[src/rtl/tinyenc_if.sv]
// tinyenc_if: plaintext/ciphertext valid-ready streams plus the APB config port.
interface tinyenc_if;
    logic        in_valid;
    logic        in_ready;
    logic [31:0] in_data;
    logic        out_valid;
    logic        out_ready;
    logic [31:0] out_data;
    logic        psel;
    logic        penable;
    logic        pwrite;
    logic [31:0] paddr;
    logic [31:0] pwdata;
    logic [31:0] prdata;
    logic        pready;
    modport slave (
        input  in_valid, in_data, out_ready, psel, penable, pwrite, paddr, pwdata,
        output in_ready, out_valid, out_data, prdata, pready
    );
    modport master (
        output in_valid, in_data, out_ready, psel, penable, pwrite, paddr, pwdata,
        input  in_ready, out_valid, out_data, prdata, pready
    );
endinterface

[src/rtl/tinyenc.sv]
// tinyenc: iterative 32-bit TEA-variant encryptor (16-bit halves), one round per cycle,
// with APB-programmed key, delta, round count and enable.
module tinyenc #(
    parameter logic [63:0] KEY   = 64'h816fc52b09e74da3,
    parameter logic [15:0] DELTA = 16'h1,
    parameter int          SHL   = 4,
    parameter int          SHR   = 5
) (
    input logic       clk,
    input logic       prstb,
    tinyenc_if.slave  bus
);
    typedef enum logic {IDLE, RUN} state_t;
    state_t      state, state_n;
    logic [63:0] key;
    logic [15:0] delta;
    logic [2:0]  round;
    logic        enable;
    logic [15:0] blkcnt;
    logic [7:0]  cnt;
    logic [15:0] x, y, sum;
    logic [15:0] sum_n, x_n, y_n;
    logic        out_valid;
    logic [31:0] out_data;
    logic [31:0] prdata;
    logic [31:0] rdata;
    logic        busy, accept, done, cfg_addr, wr;

    function automatic logic [15:0] f(input logic [15:0] v, ka, kb, s);
        return ((v << SHL) + ka) ^ (v + s) ^ ((v >> SHR) + kb);
    endfunction

    assign sum_n = sum + delta;
    assign x_n   = x + f(y, key[15:0], key[31:16], sum_n);
    assign y_n   = y + f(x_n, key[47:32], key[63:48], sum_n);

    assign busy     = state == RUN;
    assign done     = busy && cnt == 8'd1 && enable;
    assign accept   = bus.in_valid && bus.in_ready;
    assign cfg_addr = bus.paddr == 32'h0 || bus.paddr == 32'h4 || bus.paddr == 32'h8 || bus.paddr == 32'hC;
    // Config writes wait out the running block so it never sees a changed key/delta/round.
    assign bus.pready   = !(bus.psel && bus.pwrite && busy && cfg_addr);
    assign wr           = bus.psel && bus.penable && bus.pwrite && bus.pready;
    assign bus.in_ready = enable && state == IDLE && (!out_valid || bus.out_ready);
    assign bus.out_valid = out_valid;
    assign bus.out_data  = out_data;
    assign bus.prdata    = prdata;

    always_ff @(posedge clk or negedge prstb)
        if (!prstb) state <= IDLE;
        else        state <= state_n;

    always_comb begin
        state_n = state;
        if (!enable)
            state_n = IDLE;
        else if (state == IDLE)
            state_n = accept ? RUN : IDLE;
        else if (cnt == 8'd1)
            state_n = IDLE;
    end

    always_ff @(posedge clk or negedge prstb)
        if (!prstb) begin
            cnt       <= '0;
            x         <= '0;
            y         <= '0;
            sum       <= '0;
            out_valid <= 1'b0;
            out_data  <= '0;
        end else if (!enable) begin
            cnt       <= '0;
            out_valid <= 1'b0;
        end else begin
            if (bus.out_ready)
                out_valid <= 1'b0;
            if (accept) begin
                {y, x} <= bus.in_data;
                sum    <= '0;
                cnt    <= 8'd1 << round;
            end else if (busy) begin
                sum <= sum_n;
                x   <= x_n;
                y   <= y_n;
                cnt <= cnt - 8'd1;
                if (cnt == 8'd1) begin
                    out_valid <= 1'b1;
                    out_data  <= {y_n, x_n};
                end
            end
        end

    always_comb
        rdata = bus.paddr == 32'h0  ? key[31:0] :
                bus.paddr == 32'h4  ? key[63:32] :
                bus.paddr == 32'h8  ? {16'h0, delta} :
                bus.paddr == 32'hC  ? {27'h0, busy, enable, round} :
                bus.paddr == 32'h10 ? {16'h0, blkcnt} : 32'h0;

    always_ff @(posedge clk or negedge prstb)
        if (!prstb) begin
            key    <= KEY;
            delta  <= DELTA;
            round  <= '0;
            enable <= 1'b1;
            blkcnt <= '0;
            prdata <= '0;
        end else begin
            if (bus.psel)
                prdata <= rdata;
            if (wr && bus.paddr == 32'h0)
                key[31:0] <= bus.pwdata;
            if (wr && bus.paddr == 32'h4)
                key[63:32] <= bus.pwdata;
            if (wr && bus.paddr == 32'h8)
                delta <= bus.pwdata[15:0];
            if (wr && bus.paddr == 32'hC) begin
                round  <= bus.pwdata[2:0];
                enable <= bus.pwdata[3];
            end
            // A clearing write beats a same-cycle completion.
            blkcnt <= (wr && bus.paddr == 32'h10) ? 16'h0 : done ? blkcnt + 16'h1 : blkcnt;
        end
endmodule

[src/flat_wrapper.sv]
// flat-port wrapper written by rule: the top's interface ports become plain ports
module tinyenc_flat 
#(
    parameter logic [63:0] KEY   = 64'h816fc52b09e74da3,
    parameter logic [15:0] DELTA = 16'h1,
    parameter int          SHL   = 4,
    parameter int          SHR   = 5
)
  (clk, prstb, bus_in_valid, bus_in_data, bus_out_ready, bus_psel, bus_penable, bus_pwrite, bus_paddr, bus_pwdata, bus_in_ready, bus_out_valid, bus_out_data, bus_prdata, bus_pready);
  tinyenc_if bus_i ();
  input logic clk;
  input logic prstb;
  input wire logic [$bits(bus_i.in_valid)-1:0] bus_in_valid;
  input wire logic [$bits(bus_i.in_data)-1:0] bus_in_data;
  input wire logic [$bits(bus_i.out_ready)-1:0] bus_out_ready;
  input wire logic [$bits(bus_i.psel)-1:0] bus_psel;
  input wire logic [$bits(bus_i.penable)-1:0] bus_penable;
  input wire logic [$bits(bus_i.pwrite)-1:0] bus_pwrite;
  input wire logic [$bits(bus_i.paddr)-1:0] bus_paddr;
  input wire logic [$bits(bus_i.pwdata)-1:0] bus_pwdata;
  output wire logic [$bits(bus_i.in_ready)-1:0] bus_in_ready;
  output wire logic [$bits(bus_i.out_valid)-1:0] bus_out_valid;
  output wire logic [$bits(bus_i.out_data)-1:0] bus_out_data;
  output wire logic [$bits(bus_i.prdata)-1:0] bus_prdata;
  output wire logic [$bits(bus_i.pready)-1:0] bus_pready;
  assign bus_i.in_valid = bus_in_valid;
  assign bus_i.in_data = bus_in_data;
  assign bus_i.out_ready = bus_out_ready;
  assign bus_i.psel = bus_psel;
  assign bus_i.penable = bus_penable;
  assign bus_i.pwrite = bus_pwrite;
  assign bus_i.paddr = bus_paddr;
  assign bus_i.pwdata = bus_pwdata;
  assign bus_in_ready = bus_i.in_ready;
  assign bus_out_valid = bus_i.out_valid;
  assign bus_out_data = bus_i.out_data;
  assign bus_prdata = bus_i.prdata;
  assign bus_pready = bus_i.pready;
  tinyenc #(.KEY(KEY), .DELTA(DELTA), .SHL(SHL), .SHR(SHR)) u_core (.clk(clk), .prstb(prstb), .bus(bus_i));
endmodule
[config.mk]
export PLATFORM = sky130hd
export DESIGN_NAME = tinyenc_flat
export DESIGN_NICKNAME = d
export VERILOG_FILES = /design/src/rtl/tinyenc_if.sv /design/src/rtl/tinyenc.sv /design/src/flat_wrapper.sv
export SDC_FILE = /design/constraint.sdc
export NUM_CORES = 1
export LEC_CHECK = 0
export CAP_MARGIN = 25
export CORE_MARGIN = 2
export CORE_UTILIZATION = 40
export CTS_BUF_LIST = sky130_fd_sc_hd__clkbuf_8 sky130_fd_sc_hd__clkbuf_16
export DETAILED_ROUTE_END_ITERATION = 10
export SETUP_SLACK_MARGIN = 0.05
export SLEW_MARGIN = 20
export SYNTH_ARGS = -nofsm -noshare
export SYNTH_HDL_FRONTEND = slang
export SYNTH_SLANG_ARGS = --single-unit
[constraint.sdc]
create_clock -name clk -period 9.15 [get_ports clk]
set_clock_uncertainty 0.1 [all_clocks]
set_input_delay 1.83 -clock clk [delete_from_list [all_inputs] [get_ports clk]]
set_output_delay 1.83 -clock clk [all_outputs]
set_load 0.02 [all_outputs]
==> results of run 1 <==
-- final timing paths --
check	endpoint	slack, ps	from
worst min register to register	u_core.bus.out_data[3]	360	u_core.bus.out_data[3]
worst max-delay path	u_core.bus.out_data[31]	660	u_core.delta[0]
worst min-delay path	u_core.bus.out_data[3]	360	u_core.bus.out_data[3]
min in group asynchronous	u_core.bus.out_data[8]	1240	prstb
max in group asynchronous	u_core.bus.out_data[4]	6250	prstb
worst max register to register	u_core.bus.out_data[31]	660	u_core.delta[0]
-- routing by layer --
layer | part of all wire (%) | wire [microns] | vias to the layer above
li1 | - | - | 5976
met1 | 49 | 22380 | 6022
met2 | 44 | 19890 | 331
met3 | 5.1 | 2342 | 53
met4 | 2.1 | 971 | 2
met5 | 0.099 | 45 | -
-- area by class of cell --
type / instances / area [sq um] / share of cell area [%]
Multi-Input combinational cell: 1250 / 9289 / 50.06
Inverter: 49 / 183.9 / 0.9913
Tap cell: 511 / 639.4 / 3.446
Clock buffer: 31 / 730.7 / 3.938
Clock inverter: 17 / 183.9 / 0.9913
Antenna cell: 1 / 2.502 / 0.01349
Timing Repair Buffer: 197 / 1927 / 10.39
Sequential cell: 222 / 5598 / 30.17
-- metrics by stage --
stage | hold WS (ps) | worst slack (ps) | instance area, sq um | util (%) | instances
floorplan | 356.3 | 1188 | 15170 | - | 1574
global placement | 350.9 | 487.1 | 17500 | 46.68 | 2224
detailed placement | 355.4 | 314.3 | 17530 | 46.75 | 2226
CTS | 369.4 | 272.0 | 18440 | 49.19 | 2274
global route | 376.7 | 52.72 | 18550 | 49.49 | 2278
finish | 363.7 | 656.0 | 18550 | 49.49 | 2278
-- timing repair --
item	CTS	global route
buffers inserted	0	3
endpoints found under the setup margin	0	3
resized for setup	0	12
-- kinds of logic after synthesis --
logic type               Yosys count  share of synthesized area [%]
AND/OR/NAND/NOR                  396                          11.72
buffers and inverters            102                          2.574
flip-flops                       222                          36.91
XOR/XNOR                         190                          11.17
adder cells (fa/ha/maj)          141                          12.08
AO/OA/AOI/OAI                    405                          16.95
multiplexers                     118                          8.603
-- critical path: cells and delay by family, from the launching register on --
family                   cells  cell delay [ps]
AO/OA/AOI/OAI               18             2810
XOR/XNOR                    12             2310
flip-flops                   1              540
buffers and inverters        1               60
AND/OR/NAND/NOR              5              630
adder cells (fa/ha/maj)      6             1930
-- cell usage in the layout, fill, tap and decap left out, types with 11 or more instances in the layout --
cell             Yosys  final
clkbuf_16            0     27
nor2_1             128    125
inv_1               45     51
nand2_1            145    145
a22o_1              14     14
nor3_1              21     20
mux2i_1             19     19
a21oi_1            125    124
xor2_1              42     42
xnor2_1            145    145
o21ai_0             67     67
mux2_1              74     74
clkdlybuf4s50_1      0    167
a21o_1              47     47
buf_4                0     26
mux2_2              25     25
nor4_1              11     11
nand3_1             20     20
dfstp_2             34     34
ha_1               132    132
a222oi_1            11     11
dfrtp_1            188    188
o21ai_1             37     36
o21bai_1            14     14
a22oi_1             19     19
-- flip-flops by register name (all words and copies together), names as in the netlist --
signal and cells:
u_core.bus.prdata 32, u_core.x 16, u_core.key 64, u_core.cnt 8, u_core.y 16, u_core.sum 16
u_core.bus.out_data 32, u_core.enable 1, u_core.busy 1, u_core.round 3, u_core.bus.out_valid 1, u_core.delta 16
u_core.blkcnt 16
-- power breakdown --
group / switching, W / total [W] / internal (W)
Combinational: 0.0000685 / 0.000139 / 0.0000706
Clock: 0.000433 / 0.00111 / 0.000677
Sequential: 0.00000558 / 0.000998 / 0.000992
==> summary by stage, run 1 <==
Yosys
The Yosys step of the flow raised 0 warnings. Yosys mapped a number of flops with a built-in enable equal to 0. Sorting the synthesized cells by area gives the leading types as dfrtp_1 (31%), ha_1 (11%), xnor2_1 (8.4%). The unique cell type count in the Yosys netlist is 73. The proportion of synthesized flip-flops having asynchronous set or reset is 100.0%. dfrtp_1 is the most common cell in the netlist. In this run the biggest area consumer among cell types represents 31.02% of the synthesized area. The synthesized netlist cell count is 1574. The mean instance size in the synthesized netlist is 9.637 sq um.

In this run the cell area of the synthesized design comes to 15170 sq um. The register bit total from synthesis is 222. The biggest area contributor in the post-synthesis netlist is dfrtp_1. The sequential element share of the synthesized area is 36.91%. The top flip-flop cell by instance count after synthesis is dfrtp_1.

In the synthesized netlist, the cells that appear most often are dfrtp_1 (188), nand2_1 (145), xnor2_1 (145), ha_1 (132), nor2_1 (128). The post-synth net total is 1818.

Global route
After global routing, the most crowded layer is met2. Across every metal layer, demand over resource in global routing totals 23.20%. The remaining global-route overflow is 0. The initial antenna violation count is 2.

For met2 alone, demand over resource in global routing was 36.88%. The first global-routing pass estimated 70390 microns of wire. The number of global-route vias before repair is 12377. The global routing met1 resource utilization is 33.51%. Entering global routing, the biggest net connects 119 pins. The met3 routing resource usage after global routing is 3.052%.

Worst setup path
The type of element launching the critical path is a register. The largest incremental delay on the critical path is 540 ps. STA puts the critical path data arrival time at 8820 ps. Along the worst path, the maximum fanout reaches 5. At the worst endpoint, the required time is 9480 ps. The number of cells traversed by the worst register-to-register path is 42. The critical path is of the reg -> reg type. STA classifies the critical path endpoint as a register. The master of the slowest instance on the critical path is dfstp_2.

Detailed routing
The detail route stage leaves a number of antenna-violating nets equal to 0. The first detailed-routing pass took 5 iterations. The detailed-route via count is 12384.

For this run, design rule violations remaining after detail routing come to 0. The wire length per cell after detailed routing is 20.03 microns. The overall routed net length is 45630 microns. In the routed layout, each cell is associated on average with a via count of 5.436.

The initial DRC count is 696.

Timing
The count of final setup violators is 0. The worst max-slew margin expressed relative to the limit is 32.59%. The post-layout minimum cycle time is 8494 ps. The number of hold violations in the final report is 0.

Setup repair after global routing left no endpoint under its margin. Timing would allow up to 117.7 MHz. The max-slew violation total from the final report is 0. For the pin with the worst max-slew slack, the measured transition is 1008 ps. The final critical-path share of the clock period is 92.83%. The final setup TNS is 0 ps.

Clock tree
The number of buffers on the longest clock path is 3. The CTS clock-pin slew for the worst setup and hold paths is 60 ps. The clock net in this run drives a total of 222 sinks. The clock latency on the worst-skew pair is 560 ps. The total clock buffers created by CTS is 26.

TritonCTS built the clock tree. Clock tree synthesis selected as its root buffer the cell clkbuf_16. The count of hold buffers inserted by post-cts repair is 0. CTS built an H-tree with a depth of 1.

Die
The x dimension of the die is 198.7 microns. The region available for standard cell placement spans 37490 sq um. The die height is 198.7 microns. For this configuration, the core starts out at a cell density of 40.46%. The die covers 39490 sq um.

The floorplan has 71 rows. Pin placement for this block handled 170 I/O pins.

Power and ir drop
The overall power consumption is 0.002247 W. In this run the power density over the cells is 121.1 nW/um^2. The maximum vdd ir drop is 0.1463 mV. The analysis attributes to cell leakage a power of 8.699 nW.

Placed design
The count of buffers inserted at the top-level ports is 169. Summed over all nets, the half-perimeter wirelength after detailed placement is 35490 microns. At the end of routability-driven placement, the weighted congestion stood at 0.8939.

Cells and area
Counting the fill cells in the layout gives 3577. Of the cells placed in the final design, the portion with a size suffix greater than 1 is 9.287%. The number of nets at the end of the flow is 1990. The synthesis-to-finish area growth is 22.32%.

Min path
The class of the most critical hold timing path is reg -> reg. Along the worst hold path, the cell count comes to 2.

Run status
The flow ran to the end, and the final reports show no timing, DRC or antenna violations.

Flow run
The max-capacitance violation count is 0.
Note: power is estimated with default switching activity, not from simulation.
==> inputs of run 2 (changes only) <==
--- a/config.mk
+++ b/config.mk
@@ -5,11 +5,13 @@
 export SDC_FILE = /design/constraint.sdc
 export NUM_CORES = 1
 export LEC_CHECK = 0
+export ABC_CLOCK_PERIOD_IN_PS = 9150
 export CAP_MARGIN = 25
 export CORE_MARGIN = 2
-export CORE_UTILIZATION = 40
+export CORE_UTILIZATION = 58
 export CTS_BUF_LIST = sky130_fd_sc_hd__clkbuf_8 sky130_fd_sc_hd__clkbuf_16
 export DETAILED_ROUTE_END_ITERATION = 10
+export PLACE_DENSITY = 0.82
 export SETUP_SLACK_MARGIN = 0.05
 export SLEW_MARGIN = 20
 export SYNTH_ARGS = -nofsm -noshare
==> run 2 against run 1 <==
- first-iteration DRC count rose by 66%
- flip-flop and latch count stayed put
- register-to-register slack got worse by 110 ps
- maximum frequency is 1.3% lower
- design area decreased by 1.4%
- combinational power about the same
- non-clock buffer count decreased by 2
- wire length decreased by 4.5%
- global-route usage rose by 8.1 points
- sequential power about the same
- hold slack gained 7.0 ps
- critical endpoint is now u_core.y[15]
- highest routed layer is now met4
==> summary by stage, run 2 (synthesized netlist as in run 1, its figures left out) <==
Run status
The run finished with clean final reports.

Min path
The number of cells traversed by the worst hold path was 2 (unchanged). The startpoint identified for the worst hold timing path is u_core.bus.out_data[13]. The end point of the most critical hold path is u_core.bus.out_data[13]. In this run the worst hold path is classified as reg -> reg.

Detailed routing
The amount of wire on met3 after detailed routing is 3150 microns (+35%). The number of detailed-routing iterations run before antenna repair came to 7 (+2). The mean number of vias per cell is 6.094 (+12%).

The number of remaining DRC errors is 0 (unchanged). The post-route met1 wirelength was 19240 microns (-14%). The final antenna-violating net count was 0 (unchanged).

The highest signal layer in the routed design is met4. The detailed-route via count came to 12766 (+3.1%). The wire length per cell after detailed routing is 20.79 microns (+3.8%).

The met2 wire length is 19960 microns (+0.35%). The initial DRC count is 1153 (+66%). The overall routed net length is 43560 microns (-4.5%).

Global route
The first-pass GRT wire length is 68870 microns (-2.2%). The largest net degree at the start of global routing is 91 (-24%). The remaining global-route overflow is 0 (unchanged). The number of global-route vias before repair was 12999 (+5.0%). The initial antenna violation count was 0 (-2). The total routing resource utilization after global routing is 31.31% (+8.1 points).

Clock tree
The number of H-tree levels is 1 (unchanged). The number of buffers on the longest clock path was 3 (unchanged). The CTS tree is done. The number of sinks on the clock net is 222 (unchanged). The clock latency on the worst-skew pair is 530 ps (-30 ps). The cell at the root of the clock tree is clkbuf_16. The total clock buffers created by CTS is 24 (-7.7%). The CTS clock-pin slew for the worst setup and hold paths is 60 ps (about the same).

Power and ir drop
The reported net switching power came to 0.0004944 W (-2.6%). The design internal power came to 0.001694 W (-2.6%). The maximum vdd ir drop came to 0.1314 mV (-10%). The share of total power in sequential cells is 45.6% (+1.2 points). The portion of total power attributed to the clock network is 48.0% (-1.4 points). The fraction of power spent switching nets is 22.59% (about the same).

The power per unit of standard cell area is 119.6 nW/um^2 (-1.3%). The leakage component of the power is 8.642 nW (-0.66%). The combinational share of power came to 6.4% (+0.2 points).

Timing
The count of final setup violators is 0 (unchanged). The worst setup margin is 545.6 ps (-110.4 ps). The final setup TNS was 0 ps (unchanged).

Setup repair after global routing left no endpoint under its margin. The actual slew at the worst max-slew pin is 1082 ps (+74.01 ps). The max-slew violation total from the final report is 0 (unchanged). The achievable clock frequency is 116.2 MHz (-1.3%). The post-layout minimum cycle time was 8604 ps (+110.4 ps). The number of hold violations in the final report came to 0 (unchanged). The final critical-path share of the clock period is 94.04% (+1.2 points). The worst max-slew margin expressed relative to the limit was 27.64% (-4.9 points).

Worst setup path
The reg-to-reg setup timing slack is 550 ps (-110 ps). The largest incremental delay on the critical path came to 580 ps (+40 ps). In this run the critical register-to-register path is launched from u_core.delta[0]. The critical path data arrival time is 8900 ps (+80 ps). The count of buffering cells on the critical path with inverters included is 3 (+2).

The maximum net fanout on the critical path came to 4 (-1). The most used cell along the critical path is xnor2_1. The master of the slowest instance on the critical path is fa_1. The critical path class is reg -> reg.

The type of element launching the critical path is a register. The sort of element at the end of the critical path is a register. Among cell families on the critical path, the largest total delay comes from compound AO/OA/AOI/OAI gates. The required time of the critical path came to 9450 ps (-30 ps). The number of cells traversed by the worst register-to-register path came to 35 (-17%).

The endpoint identified for the worst register-to-register timing path is u_core.y[15].

Cells and area
The post-layout utilization of the core is 70.82% (+21 points). The number of diodes added for antenna fixing was 0 (-1). The most common cell after layout, fill and taps aside is dfrtp_1. The largest register by flop count is u_core.key. The final non-filler cell area is 18300 sq um (-1.4%).

In the layout the commonest cells are dfrtp_1 (188), clkdlybuf4s50_1 (167), nand2_1 (145). The number of nets at the end of the flow is 1986 (-0.20%). The ratio of cells with drive above 1 in the final layout is 9.489% (+0.20 points).

The non-filler instance count after layout is 2095 (-8.0%). The flip-flop count of the largest register, all copies and words added is 64 (unchanged). In the final layout, the registers with the most flip-flops are u_core.key (64), u_core.bus.out_data (32), u_core.bus.prdata (32). The synthesis-to-finish area growth is 20.64%.

Die
The die height is 165.7 microns (-17%). The overall die area is 27460 sq um (-30%). The area of the core region was 25840 sq um (-31%). The number of rows in the core area is 59 (-17%). The x dimension of the die is 165.7 microns (-17%).

The I/O pin total was 170 (unchanged). The initial core utilization is 58.71% (+18 points).

Placed design
The last weighted congestion value of the routability-driven placer was 0.9293 (+4.0%). The standard cell area after detailed placement was 17270 sq um (-1.5%). The count of buffers inserted at the top-level ports came to 169 (unchanged). The worst-case setup slack after placement is 173.9 ps (-140.4 ps). The HPWL reported at the end of detailed placement is 32880 microns (-7.4%). The placed instance count is 2044 (-8.2%).

Flow run
The max-capacitance violation count was 0 (unchanged).
-- run 2: changes by cell type in the layout (fill, tap and decap cells not counted), moves of 2 or more --
cell,previous run,this run
xor2_2,0,2
clkbuf_8,4,6
inv_1,51,47
xor2_1,42,40
clkbuf_16,27,25
ha_4,0,3
ha_1,132,129
xnor2_2,1,3
buf_12,2,0
-- run 2: stage by stage --
stage	power [W]	hold slack, ps
final	0.002188	370.7
after global routing	0.002247	399.9
after CTS	0.002198	379.7
after detailed placement	0.001153	359.9
after global placement	0.001151	349.3
after floorplan	0.001057	356.3
-- run 2: per-layer routing --
metal | vias up | GRT usage [%]
li1 | 5957 | -
met1 | 6233 | 43.66
met2 | 502 | 50.97
met3 | 74 | 4.612
met4 | 0 | 9.376
met5 | - | 0
-- run 2: worst max-delay path by stage --
stage               startpoint                 endpoint  slack, ps  depth (start not counted)
3_5_place_dp   u_core.delta[0]             u_core.y[15]        170                         42
4_1_cts        u_core.delta[0]             u_core.y[15]        130                         42
2_1_floorplan  u_core.delta[0]             u_core.y[15]       1190                         43
6_report       u_core.delta[0]             u_core.y[15]        550                         35
5_1_grt        u_core.delta[0]  u_core.bus.out_data[31]          6                         42
3_3_place_gp   u_core.delta[0]             u_core.y[15]        530                         42
-- run 2: what timing repair did --
item,4_1_cts,5_1_grt
hold buffers,0,0
hold endpoints to repair,0,0
gates resized for setup,0,15
endpoints found under the setup margin,0,4
setup buffers,0,6
-- run 2: power groups by stage --
| stage | combinational (W) | sequential, W | clock [W] |
|---|---|---|---|
| 2_1_floorplan | 0.0000300 | 0.00103 | 0 |
| 3_3_place_gp | 0.000136 | 0.00101 | 0 |
| 3_5_place_dp | 0.000138 | 0.00101 | 0 |
| 4_1_cts | 0.000140 | 0.000998 | 0.00106 |
| 5_1_grt | 0.000152 | 0.000999 | 0.00110 |
| 6_report | 0.000139 | 0.000998 | 0.00105 |
-- run 2: tightest hold or removal path: stages (launching register included) --
cell and delay (ps):
dfrtp_1 350, nand2_1 50, nand2_1 50
-- run 2: area by class of cell --
type	count	area [sq um]
multi-input combinational	1250	9333
timing repair buffer	195	1907
sequential	222	5598
fill	1958	7538
clock buffer	31	708.2
clock inverter	13	150.1
tap	335	419.2
inverter	49	183.9
==> inputs of run 3 (changes only) <==
--- a/config.mk
+++ b/config.mk
@@ -17,3 +17,4 @@
 export SYNTH_ARGS = -nofsm -noshare
 export SYNTH_HDL_FRONTEND = slang
 export SYNTH_SLANG_ARGS = --single-unit
+export TNS_END_PERCENT = 50
==> results of run 3 <==
Final layout, timing and power as in run 2 (identical DEF).
